`src/rtl/param_shift_engine.sv`:
```
// ---------------------------------------------------------------------------
// param_shift_engine
//
// Purpose:
//   Multi-cycle shift/rotate register. A parallel value is loaded while idle.
//   A START command then performs COUNT single-bit shifts, one per clock, in
//   the latched direction and fill mode. BUSY is high while shifting, and DONE
//   pulses for one cycle afterwards. Sits between a bus-side register loader
//   and serial or bit-manipulation consumers.
//
// Parameters:
//   WIDTH  data register width in bits (>= 2)
//   CNT_W  width of the shift count; legal counts are 0 .. 2**CNT_W-1
//
// Ports:
//   i_clk       clock; all state updates on posedge
//   i_rst_n     synchronous active-low reset
//   i_load      load i_data_in into the register (accepted in IDLE only)
//   i_data_in   parallel load value
//   i_start     start a shift operation (accepted in IDLE only; LOAD wins)
//   i_count     number of single-bit shifts to perform
//   i_dir       0 = left (toward MSB), 1 = right (toward LSB)
//   i_mode      00 logical, 01 arithmetic, 10 rotate, 11 serial-fill
//   i_ser_in    fill bit for serial-fill mode, sampled live on each shift
//   o_data_out  shift register contents
//   o_ser_out   last bit shifted out of the register
//   o_busy      high while shifts are in progress
//   o_done      one-cycle completion pulse
// ---------------------------------------------------------------------------
module param_shift_engine #(
  parameter int WIDTH = 32,
  parameter int CNT_W = 6
) (
  input  logic             i_clk,
  input  logic             i_rst_n,
  input  logic             i_load,
  input  logic [WIDTH-1:0] i_data_in,
  input  logic             i_start,
  input  logic [CNT_W-1:0] i_count,
  input  logic             i_dir,
  input  logic [1:0]       i_mode,
  input  logic             i_ser_in,
  output logic [WIDTH-1:0] o_data_out,
  output logic             o_ser_out,
  output logic             o_busy,
  output logic             o_done
);

  typedef enum logic [1:0] {
    ST_IDLE  = 2'b00,
    ST_SHIFT = 2'b01,
    ST_DONE  = 2'b10
  } state_t;

  typedef enum logic [1:0] {
    MODE_LOGICAL = 2'b00,
    MODE_ARITH   = 2'b01,
    MODE_ROTATE  = 2'b10,
    MODE_SERIAL  = 2'b11
  } mode_t;

  localparam logic [CNT_W-1:0] CNT_ONE = CNT_W'(1);

  // State and registered outputs.
  state_t             r_state;
  logic [WIDTH-1:0]   r_data;
  logic               r_ser;
  logic               r_busy;
  logic               r_done;

  // Operation parameters, captured when START is accepted so that input
  // changes during SHIFT cannot disturb an operation in flight.
  logic [CNT_W-1:0]   r_remaining;
  logic               r_dir;
  mode_t              r_mode;

  state_t             w_next_state;
  logic               w_fill;
  logic               w_out_bit;
  logic [WIDTH-1:0]   w_shifted;

  // -------------------------------------------------------------------------
  // One-bit shift datapath
  // -------------------------------------------------------------------------
  // NOTE: every signal written in an always_comb block gets a default at the
  // top, so no path through the case statements can leave it unassigned and
  // infer a latch.
  always_comb begin
    w_fill    = 1'b0;
    w_out_bit = r_dir ? r_data[0] : r_data[WIDTH-1];

    case (r_mode)
      MODE_LOGICAL: w_fill = 1'b0;
      // Arithmetic only differs from logical when shifting right: the
      // sign bit is replicated. A left arithmetic shift fills with zero.
      MODE_ARITH:   w_fill = r_dir ? r_data[WIDTH-1] : 1'b0;
      // Rotate feeds the departing bit straight back in at the other end.
      MODE_ROTATE:  w_fill = w_out_bit;
      MODE_SERIAL:  w_fill = i_ser_in;
      default:      w_fill = 1'b0;
    endcase

    w_shifted = r_dir ? {w_fill, r_data[WIDTH-1:1]}
                      : {r_data[WIDTH-2:0], w_fill};
  end

  // -------------------------------------------------------------------------
  // Next-state logic
  // -------------------------------------------------------------------------
  always_comb begin
    w_next_state = r_state;

    case (r_state)
      ST_IDLE: begin
        // LOAD takes priority: a simultaneous START is dropped.
        if (!i_load && i_start) begin
          w_next_state = (i_count == '0) ? ST_DONE : ST_SHIFT;
        end
      end
      ST_SHIFT: begin
        // The edge that sees one shift remaining performs the final shift.
        if (r_remaining == CNT_ONE) begin
          w_next_state = ST_DONE;
        end
      end
      ST_DONE:  w_next_state = ST_IDLE;
      default:  w_next_state = ST_IDLE;
    endcase
  end

  // -------------------------------------------------------------------------
  // State register
  // -------------------------------------------------------------------------
  // NOTE: sequential state uses non-blocking assignments, so every register
  // samples the pre-edge values of the others regardless of statement order.
  always_ff @(posedge i_clk) begin
    if (!i_rst_n) begin
      r_state <= ST_IDLE;
    end else begin
      r_state <= w_next_state;
    end
  end

  // -------------------------------------------------------------------------
  // Datapath and output registers
  // -------------------------------------------------------------------------
  always_ff @(posedge i_clk) begin
    if (!i_rst_n) begin
      r_data      <= '0;
      r_ser       <= 1'b0;
      r_busy      <= 1'b0;
      r_done      <= 1'b0;
      r_remaining <= '0;
      r_dir       <= 1'b0;
      r_mode      <= MODE_LOGICAL;
    end else begin
      // BUSY and DONE are decoded from the next state and registered, so
      // they line up exactly with the SHIFT and DONE state cycles.
      r_busy <= (w_next_state == ST_SHIFT);
      r_done <= (w_next_state == ST_DONE);

      case (r_state)
        ST_IDLE: begin
          if (i_load) begin
            r_data <= i_data_in;
          end else if (i_start) begin
            r_remaining <= i_count;
            r_dir       <= i_dir;
            r_mode      <= mode_t'(i_mode);
          end
        end
        ST_SHIFT: begin
          r_data      <= w_shifted;
          r_ser       <= w_out_bit;
          r_remaining <= r_remaining - CNT_ONE;
        end
        default: begin
          // DONE: hold all data. LOAD and START are ignored.
        end
      endcase
    end
  end

  assign o_data_out = r_data;
  assign o_ser_out  = r_ser;
  assign o_busy     = r_busy;
  assign o_done     = r_done;

endmodule

```
`config.mk`:
```
export PLATFORM = sky130hd
export DESIGN_NAME = param_shift_engine
export DESIGN_NICKNAME = d
export VERILOG_FILES = /design/src/rtl/param_shift_engine.sv
export SDC_FILE = /design/constraint.sdc
export NUM_CORES = 1
export LEC_CHECK = 0
export CAP_MARGIN = 20
export CORE_AREA = 2 2 88 90
export DETAILED_ROUTE_END_ITERATION = 6
export DIE_AREA = 0 0 90 92
export PLACE_DENSITY_LB_ADDON = 0.05
export SYNTH_ARGS = -nofsm -noshare
export SYNTH_HDL_FRONTEND = slang
export SYNTH_SLANG_ARGS = --single-unit
```
`constraint.sdc`:
```
create_clock -name i_clk -period 2.5 [get_ports i_clk]
set_input_delay 0.25 -clock i_clk [delete_from_list [all_inputs] [get_ports i_clk]]
set_output_delay 0.25 -clock i_clk [all_outputs]
set_load 0.01 [all_outputs]
```
# == Word level (Yosys, flattened, before mapping) ==
# Cells that the tools add are included.
# word_totals
mem_count,0
romBits,0
ram_bits,0
register_bits,46
latch_bits,0
# op_classes
n_shift,0
multipliers,0
div,0
magnitude_cmp,0
n_bitwise,1
mux,13
addsub,1
n_eq_ne,10
reduce_logical,9
# ops
cell,count
2-to-1 mux 32 bit,2
one-hot mux 32 bit (2 select lines),1
2-to-1 mux 6 bit,2
one-hot mux 6 bit (2 select lines),1
"== test 2 x 1 -> 1 bit, second input constant",3
"== test 2 bit, second input constant",3
"== test 6 x 1 -> 1 bit, second input constant",1
zero test 6 bit,1
2-to-1 mux 2 bit,3
"!= test 2 bit, second input constant",3
AND reduction 3 bit,2
"subtractor 6 x 1 -> 6 bit, second input constant",1
zero test 2 bit,2
one-hot mux 1 bit (4 select lines),1
one-hot mux 2 bit (2 select lines),1
2-to-1 mux 1 bit,2
AND reduction 2 bit,1
nonzero test 2 bit,1
logical AND 1 bit,1
zero test 1 bit,1
inverter 1 bit,1

# == Logic depth before layout (Yosys ltp) ==
# Gate-level depths: netlist of the first run.
# logic_depth
word_depth,5
mapped_depth,7

# == Worst setup path after synthesis of the first run ==
# OpenSTA, ideal clock, no wires.
# synth_timing
kind,reg-to-reg
startpoint,reg r_remaining[2]
endpoint,reg r_remaining[5]
required_ns,2.405
setup_ns,0.095
path_stages_with_launch,5
arrival_ns,1.097
slack_ns,1.307
period_less_slack_ns,1.193
path_cell_list,dfxtp_1 > nor3_1 > nand3_1 > mux2i_1 > a221oi_1
# synth_between
elab_chain_cells,2
# synth_rtl
item,line,source
from (decl),73,logic [CNT_W-1:0] r_remaining;
from (signal assigned),167,r_remaining <= i_count;
from (signal assigned),175,r_remaining <= r_remaining - CNT_ONE;
subtractor 6 x 1 -> 6 bit,175,
one-hot mux 6 bit (2 select lines),162,case (r_state)
# Every way passes these cells.
# A chain may end at the register's enable or synchronous reset.

# == Worst setup path in the final report of the first run ==
# layout_timing
startpoint,reg r_state[1]
endpoint,reg r_data[31] (netlist: o_data_out[31])
# layout_between
elab_chain_cells,3
elab_cells_between_ends,6
# layout_rtl
item,line,source
from (decl),65,state_t r_state;
from (signal assigned),140,r_state <= w_next_state;
== test 2 x 1 -> 1 bit / zero test 2 bit (equally long branches),162,
nonzero test 2 bit (no line) / != test 2 bit (equally long branches),--,
AND reduction 2 bit (no line),--,
to (signal assigned),165,r_data <= i_data_in;
to (signal assigned),173,r_data <= w_shifted;
to (decl),66,logic [WIDTH-1:0] r_data;
# Parallel ways exist; a longest one is shown, timed or not.

==> results of run 1 <==
## routing by layer
metal	wire (um)	vias to the layer above
li1	-	1121
met2	2900	56
met5	0	-
met4	55	0
met1	3030	1016
met3	318	4
## cell usage after synthesis (2+ instances only)
cell type / n / area share (%)
dfxtp_1: 46 / 38
nor2_1: 36 / 5.5
a21oi_1: 35 / 7.2
mux2i_1: 34 / 14
o2bb2ai_1: 30 / 11
nand2_1: 12 / 1.8
buf_2: 7 / 1.4
buf_4: 6 / 1.8
buf_6: 6 / 2.8
inv_1: 5 / 0.77
a21boi_0: 4 / 1.2
nand3_1: 4 / 0.82
clkbuf_1: 3 / 0.46
a211oi_1: 2 / 0.62
a21boi_1: 2 / 0.62
a22oi_1: 2 / 0.62
a31oi_1: 2 / 0.51
and2_1: 2 / 0.51
ha_1: 2 / 1.0
nand2b_1: 2 / 0.51
nor2b_1: 2 / 0.51
nor2b_2: 2 / 0.72
nor3_1: 2 / 0.41
o21ai_0: 2 / 0.41
o221ai_1: 2 / 0.72
## worst min-delay path: stages, from the launching register on
cell,delay [ps]
dfxtp_1,340
o311ai_2,70
a21boi_1,50
## through the flow
step | setup WS (ps) | hold slack (ps)
detailed placement | 816 | 479
floorplan | 1310 | 388
global route | 650 | 517
finish | 846 | 500
CTS | 818 | 493
global placement | 857 | 467
## logic make-up (layout without fill, tap and decap cells)
family	after synthesis	in the layout	share of synthesized area, %
and+or+nand+nor	67	67	12.7
adders and majority gates	2	2	1.03
AOI/OAI and AO/OA	92	92	26.8
xor gates and xnor gates	1	1	0.359
muxes	34	34	14.0
buffers and inverters	27	99	7.29
DFF	46	46	37.8
## sequential cells by signal, summed over array words and instances, names as in the netlist
name / flops
r_mode: 2
r_remaining: 6
r_state: 2
o_busy: 1
o_done: 1
o_data_out: 32
r_dir: 1
o_ser_out: 1
## worst max path at each step
stage,from,to,depth (start not counted)
after floorplan,r_remaining[2],r_remaining[5],4
after global placement,r_state[1],o_data_out[31],4
after detailed placement,i_load,r_mode[1],5
after CTS,r_state[1],o_data_out[31],4
after global routing,r_state[1],o_data_out[31],4
final,r_state[1],o_data_out[31],4
## power by group
| part | internal [mW] | switching [mW] | leakage, nW |
|---|---|---|---|
| combinational | 0.276 | 0.226 | 0.680 |
| sequential | 0.803 | 0.0787 | 0.379 |
| clock | 0.224 | 0.251 | 0.0482 |
| total | 1.30 | 0.556 | 1.11 |
## area by class of cell
cell class,count,share of cell area [%]
inverter,5,0.559
tap,102,3.80
clock buffer,7,2.57
sequential,46,27.5
multi-input combinational,196,39.9
timing repair buffer,86,25.6
clock inverter,1,0.149
==> flow_metrics.tcl, run 1 <==
set metrics [dict create \
    status "completed" \
    async_flop_share_pct 0 \
    fin_nets 388 \
    track_usage_pct 15.3 \
    crit_family "simple AND/OR/NAND/NOR gates" \
    whs_path_depth 2 \
    final-setup-viol-count 0 \
    dp_hpwl_um 4480 \
    p_leak_nw 1.11 \
    placedCellCount 435 \
    ys_seq_elements 46 \
    via_per_inst 4.96 \
    crit_fanout 61 \
    grt_pass1_vias 2074 \
    cp_slowest_cell "nand2b_4" \
    rows 32 \
    use_met2_pct 24.9 \
    synth_cell_types 42 \
    avgSynthCellArea_um2 9.06 \
    area_growth_pct 37.7 \
    critical_path.endpoint_type "flop" \
    path_clk_slew_ps 90 \
    fmax_mhz 604 \
    cts_setup_buffers 0 \
    cts-resized-gates 0 \
    die-area_um2 8280 \
    finalSetupTns_ps 0 \
    multiInputGateArea_um2 1340 \
    post-route-period-util_pct 66.2 \
    worstPathRequired_ps 2730 \
    finalPower_mw 1.86 \
    post-route-util_pct 45.1 \
    worst_clock_skew_ps 5.45 \
    initial_utilization_pct 32.7 \
    cts_tree "yes" \
    cts-root-buf "clkbuf_8" \
    worst_slew_pin_slew_ps 595 \
    hold_path_class "flop to flop" \
    powerDensity_nw_per_um2 554 \
    synth_flop_cell "dfxtp_1" \
    start_kind "flop" \
    maxCapViolations 0 \
    instances_no_fill 443 \
    slowest_delay_ps 590 \
    cp.arrival_ps 1880 \
    antenna_found_initial 0 \
    drc_errors 0 \
    r2r_slack_ps 850 \
    place.gp.congestion 0.764 \
    worst_r2r_endpoint "o_data_out[31]" \
    wl_per_cell_um 14.2 \
    drtAntennaViolNets 0 \
    dieHeight_um 92 \
    first_pass_iters 4 \
    seqCellArea_um2 922 \
    yosysSeqAreaShare_pct 37.8 \
    fin_area_um2 3360 \
    r2r_start "r_state[1]" \
    drive_gt1_share_pct 6.16 \
    cts_buffers 5 \
    grt_pass1_wl_um 10400 \
    wl_um 6310 \
    grt_max_degree 62 \
    hp-start "r_remaining[4]" \
    cts.htree.levels 2 \
    synth_fp_nets 317 \
    final_common_cell "clkdlybuf4s50_1" \
    report.final.slew_viol_count 0 \
    netlist_area_um2 2440 \
    postCtsHoldBufs 0 \
    ir_drop_v 0.000273 \
    clkSinkCount 46 \
    synth_edf_count 0 \
    path_buf_inv 0 \
    drtIter0Drc 92 \
    place_area_um2 3270 \
    min_period_ps 1650 \
    die-width_um 90 \
    clk_latency_ps 290 \
    rsz0062_at_grt "no" \
    port_buffers 80 \
    busiest_layer "met2" \
    met3_usage_pct 3.70 \
    finalHoldViolCount 0 \
    antennaDiodeCount 0 \
    clock_path_buffers 2 \
    yosysWarnings 0 \
    top_level_ports 81 \
    ff2ff_path_depth 4 \
    crit_path_cell_trace "nand2b_4, o31a_1, o221ai_1, a31oi_1" \
    timing.slew.headroom_pct 60.3 \
    core-area_um2 7450 \
    routed-via-count 2197 \
    grt-ovfl-total 0 \
    min_to "r_remaining[4]" \
    syn_inst 269 \
    gr-usage-met1_pct 20.5 \
    num-fill-cells 769 \
    critPathKind "flop to flop" \
    final_cell_mix "80 x clkdlybuf4s50_1, 45 x dfxtp_1, 36 x nor2_1, 35 x a21oi_1, 34 x mux2i_1" \
]
(Power assumes the default switching activity.)
==> run 2: changes to the inputs <==
==> constraint.sdc (replaced) <==
create_clock -name i_clk -period 1.4 [get_ports i_clk]
set_input_delay 0.14 -clock i_clk [delete_from_list [all_inputs] [get_ports i_clk]]
set_output_delay 0.14 -clock i_clk [all_outputs]
set_load 0.01 [all_outputs]
==> flow_metrics.tcl, run 2 (synthesized netlist as in run 1, its figures left out) <==
set metrics [dict create \
    status "completed" \
    path_clk_slew_ps 80 \
    cts_buffers 5 \
    finalPower_mw 3.33 \
    place.gp.congestion 0.834 \
    fin_nets 401 \
    first_pass_iters 4 \
    die-area_um2 8280 \
    num-fill-cells 773 \
    whs_path_depth 3 \
    wl_per_cell_um 14.2 \
    worst_slew_pin_slew_ps 283 \
    seqPwrFrac_pct 47.2 \
    grt_pass1_wl_um 10600 \
    antenna_found_initial 0 \
    cp_slowest_cell "clkdlybuf4s50_1" \
    routed-via-count 2226 \
    post-route-util_pct 47.8 \
    hp-start "i_mode[0]" \
    start_kind "flop" \
    top_level_ports 81 \
    power.net_switching_uw 981 \
    crit_path_cell_trace "clkdlybuf4s50_1" \
    dp_hpwl_um 4730 \
    final_common_cell "clkdlybuf4s50_1" \
    report.final.slew_viol_count 0 \
    area_growth_pct 46.2 \
    worst_r2r_endpoint "r_remaining[1]" \
    switching_share_pct 29.5 \
    wl_um 6460 \
    grt_max_degree 31 \
    initial_utilization_pct 32.7 \
    cts-root-buf "clkbuf_8" \
    min_period_ps 1350 \
    track_usage_pct 15.5 \
    grt_pass1_vias 2185 \
    core-area_um2 7450 \
    worstPathRequired_ps 1260 \
    critPathKind "flop to output port" \
    p_int_mw 2.35 \
    rows 32 \
    maxCapViolations 0 \
    clock_path_buffers 2 \
    final-setup-viol-count 0 \
    post-route-period-util_pct 96.8 \
    largest_reg_flops 32 \
    clk_latency_ps 290 \
    hold_path_class "primary input to flop" \
    antennaDiodeCount 0 \
    final_cell_mix "65 x clkdlybuf4s50_1, 36 x nor2_1, 35 x a21oi_1, 34 x mux2i_1, 30 x o2bb2ai_1" \
    clkSinkCount 46 \
    pwr-share-comb_pct 29.9 \
    die-width_um 90 \
    fmax_mhz 738 \
    drive_gt1_share_pct 14.2 \
    via_per_inst 4.89 \
    cts_tree "yes" \
    ir_drop_v 0.000419 \
    crit_family "buffers and inverters" \
    p_leak_nw 1.39 \
    r2r_slack_ps 90 \
    worst_clock_skew_ps 4.66 \
    powerDensity_nw_per_um2 935 \
    drtAntennaViolNets 0 \
    r2r_start "r_remaining[0]" \
    dp_slack_ps -168 \
    cts.htree.levels 2 \
    postCtsHoldBufs 0 \
    pwr-share-clk_pct 22.9 \
    crit_fanout 4 \
    min_to "r_mode[0]" \
    rsz0062_at_grt "no" \
    dieHeight_um 92 \
    timing.slew.headroom_pct 80.9 \
    grt-ovfl-total 0 \
    critical_path.endpoint_type "output port" \
    cp.arrival_ps 1210 \
    timing.final.ws_setup_ps 45.1 \
    ff2ff_path_depth 6 \
    drc_errors 0 \
    finalHoldViolCount 0 \
    path_buf_inv 1 \
    slowest_delay_ps 550 \
    drtIter0Drc 49 \
    port_buffers 80 \
]
run 2: cell count changes in the layout (fill, tap and decap cells not counted), moves of 6 or more:
cell	previous run	this run
clkdlybuf4s50_1	80	65
dfxtp_2	1	18
dfxtp_1	45	28
buf_12	1	7
buf_4	5	12
dlymetal6s2s_1	0	11
run 2: power groups by stage:
stage | registers (mW) | logic, mW | clock network, mW
after floorplan | 1.61 | 0.491 | 0
after global placement | 1.60 | 1.01 | 0
after detailed placement | 1.59 | 1.02 | 0
after CTS | 1.57 | 1.01 | 0.809
after global routing | 1.59 | 1.09 | 0.849
final | 1.57 | 0.995 | 0.763
run 2: area by class of cell:
cell class | count | area (um2) | share of cell area [%]
clock buffer | 7 | 76.3 | 2.14
inverter | 5 | 18.8 | 0.527
multi-input combinational | 196 | 1340 | 37.7
sequential | 46 | 943 | 26.5
tap | 102 | 128 | 3.58
timing repair buffer | 99 | 1050 | 29.6
run 2: stage by stage:
stage | cells | cell area (um2) | setup TNS (ps) | hold slack, ps
after floorplan | 269 | 2440 | 0 | 278
after global placement | 448 | 3440 | -1420 | 475
after detailed placement | 448 | 3440 | -2320 | 481
after CTS | 455 | 3520 | 0 | 409
after global routing | 455 | 3560 | 0 | 422
final | 455 | 3560 | 0 | 417
run 2: layer usage:
layer / global-route usage, % / up-vias / share of wire, % / routed length [um]
li1: - / 1144 / - / -
met1: 21.1 / 1016 / 48 / 3090
met2: 24.6 / 62 / 47 / 3020
met5: 0 / - / 0 / 0
met4: 4.23 / 0 / 0.73 / 47
met3: 3.86 / 4 / 4.9 / 314
run 2: what timing repair did:
item,CTS,global route
buffers inserted,0,0
gates resized for setup,9,24
endpoints found under the setup margin,9,26
run 2: worst max path at each step:
stage / start / endpoint / slack [ps] / cells after the start
global placement: i_load / r_remaining[2] / -120 / 5
global route: o_data_out[2] / o_data_out[2] / 3 / 1
detailed placement: i_load / r_remaining[2] / -170 / 5
finish: o_data_out[10] / o_data_out[10] / 50 / 1
CTS: o_data_out[13] / o_data_out[13] / 2 / 1
floorplan: r_remaining[2] / r_remaining[5] / 210 / 4
run 2: worst reg2reg max path, delay by kind of cell (launching register included):
kind / cells / cell delay (ps)
simple gates: 2 / 190
buf+inv: 1 / 100
flops: 1 / 390
fa+ha+maj: 1 / 290
compound gates: 2 / 240
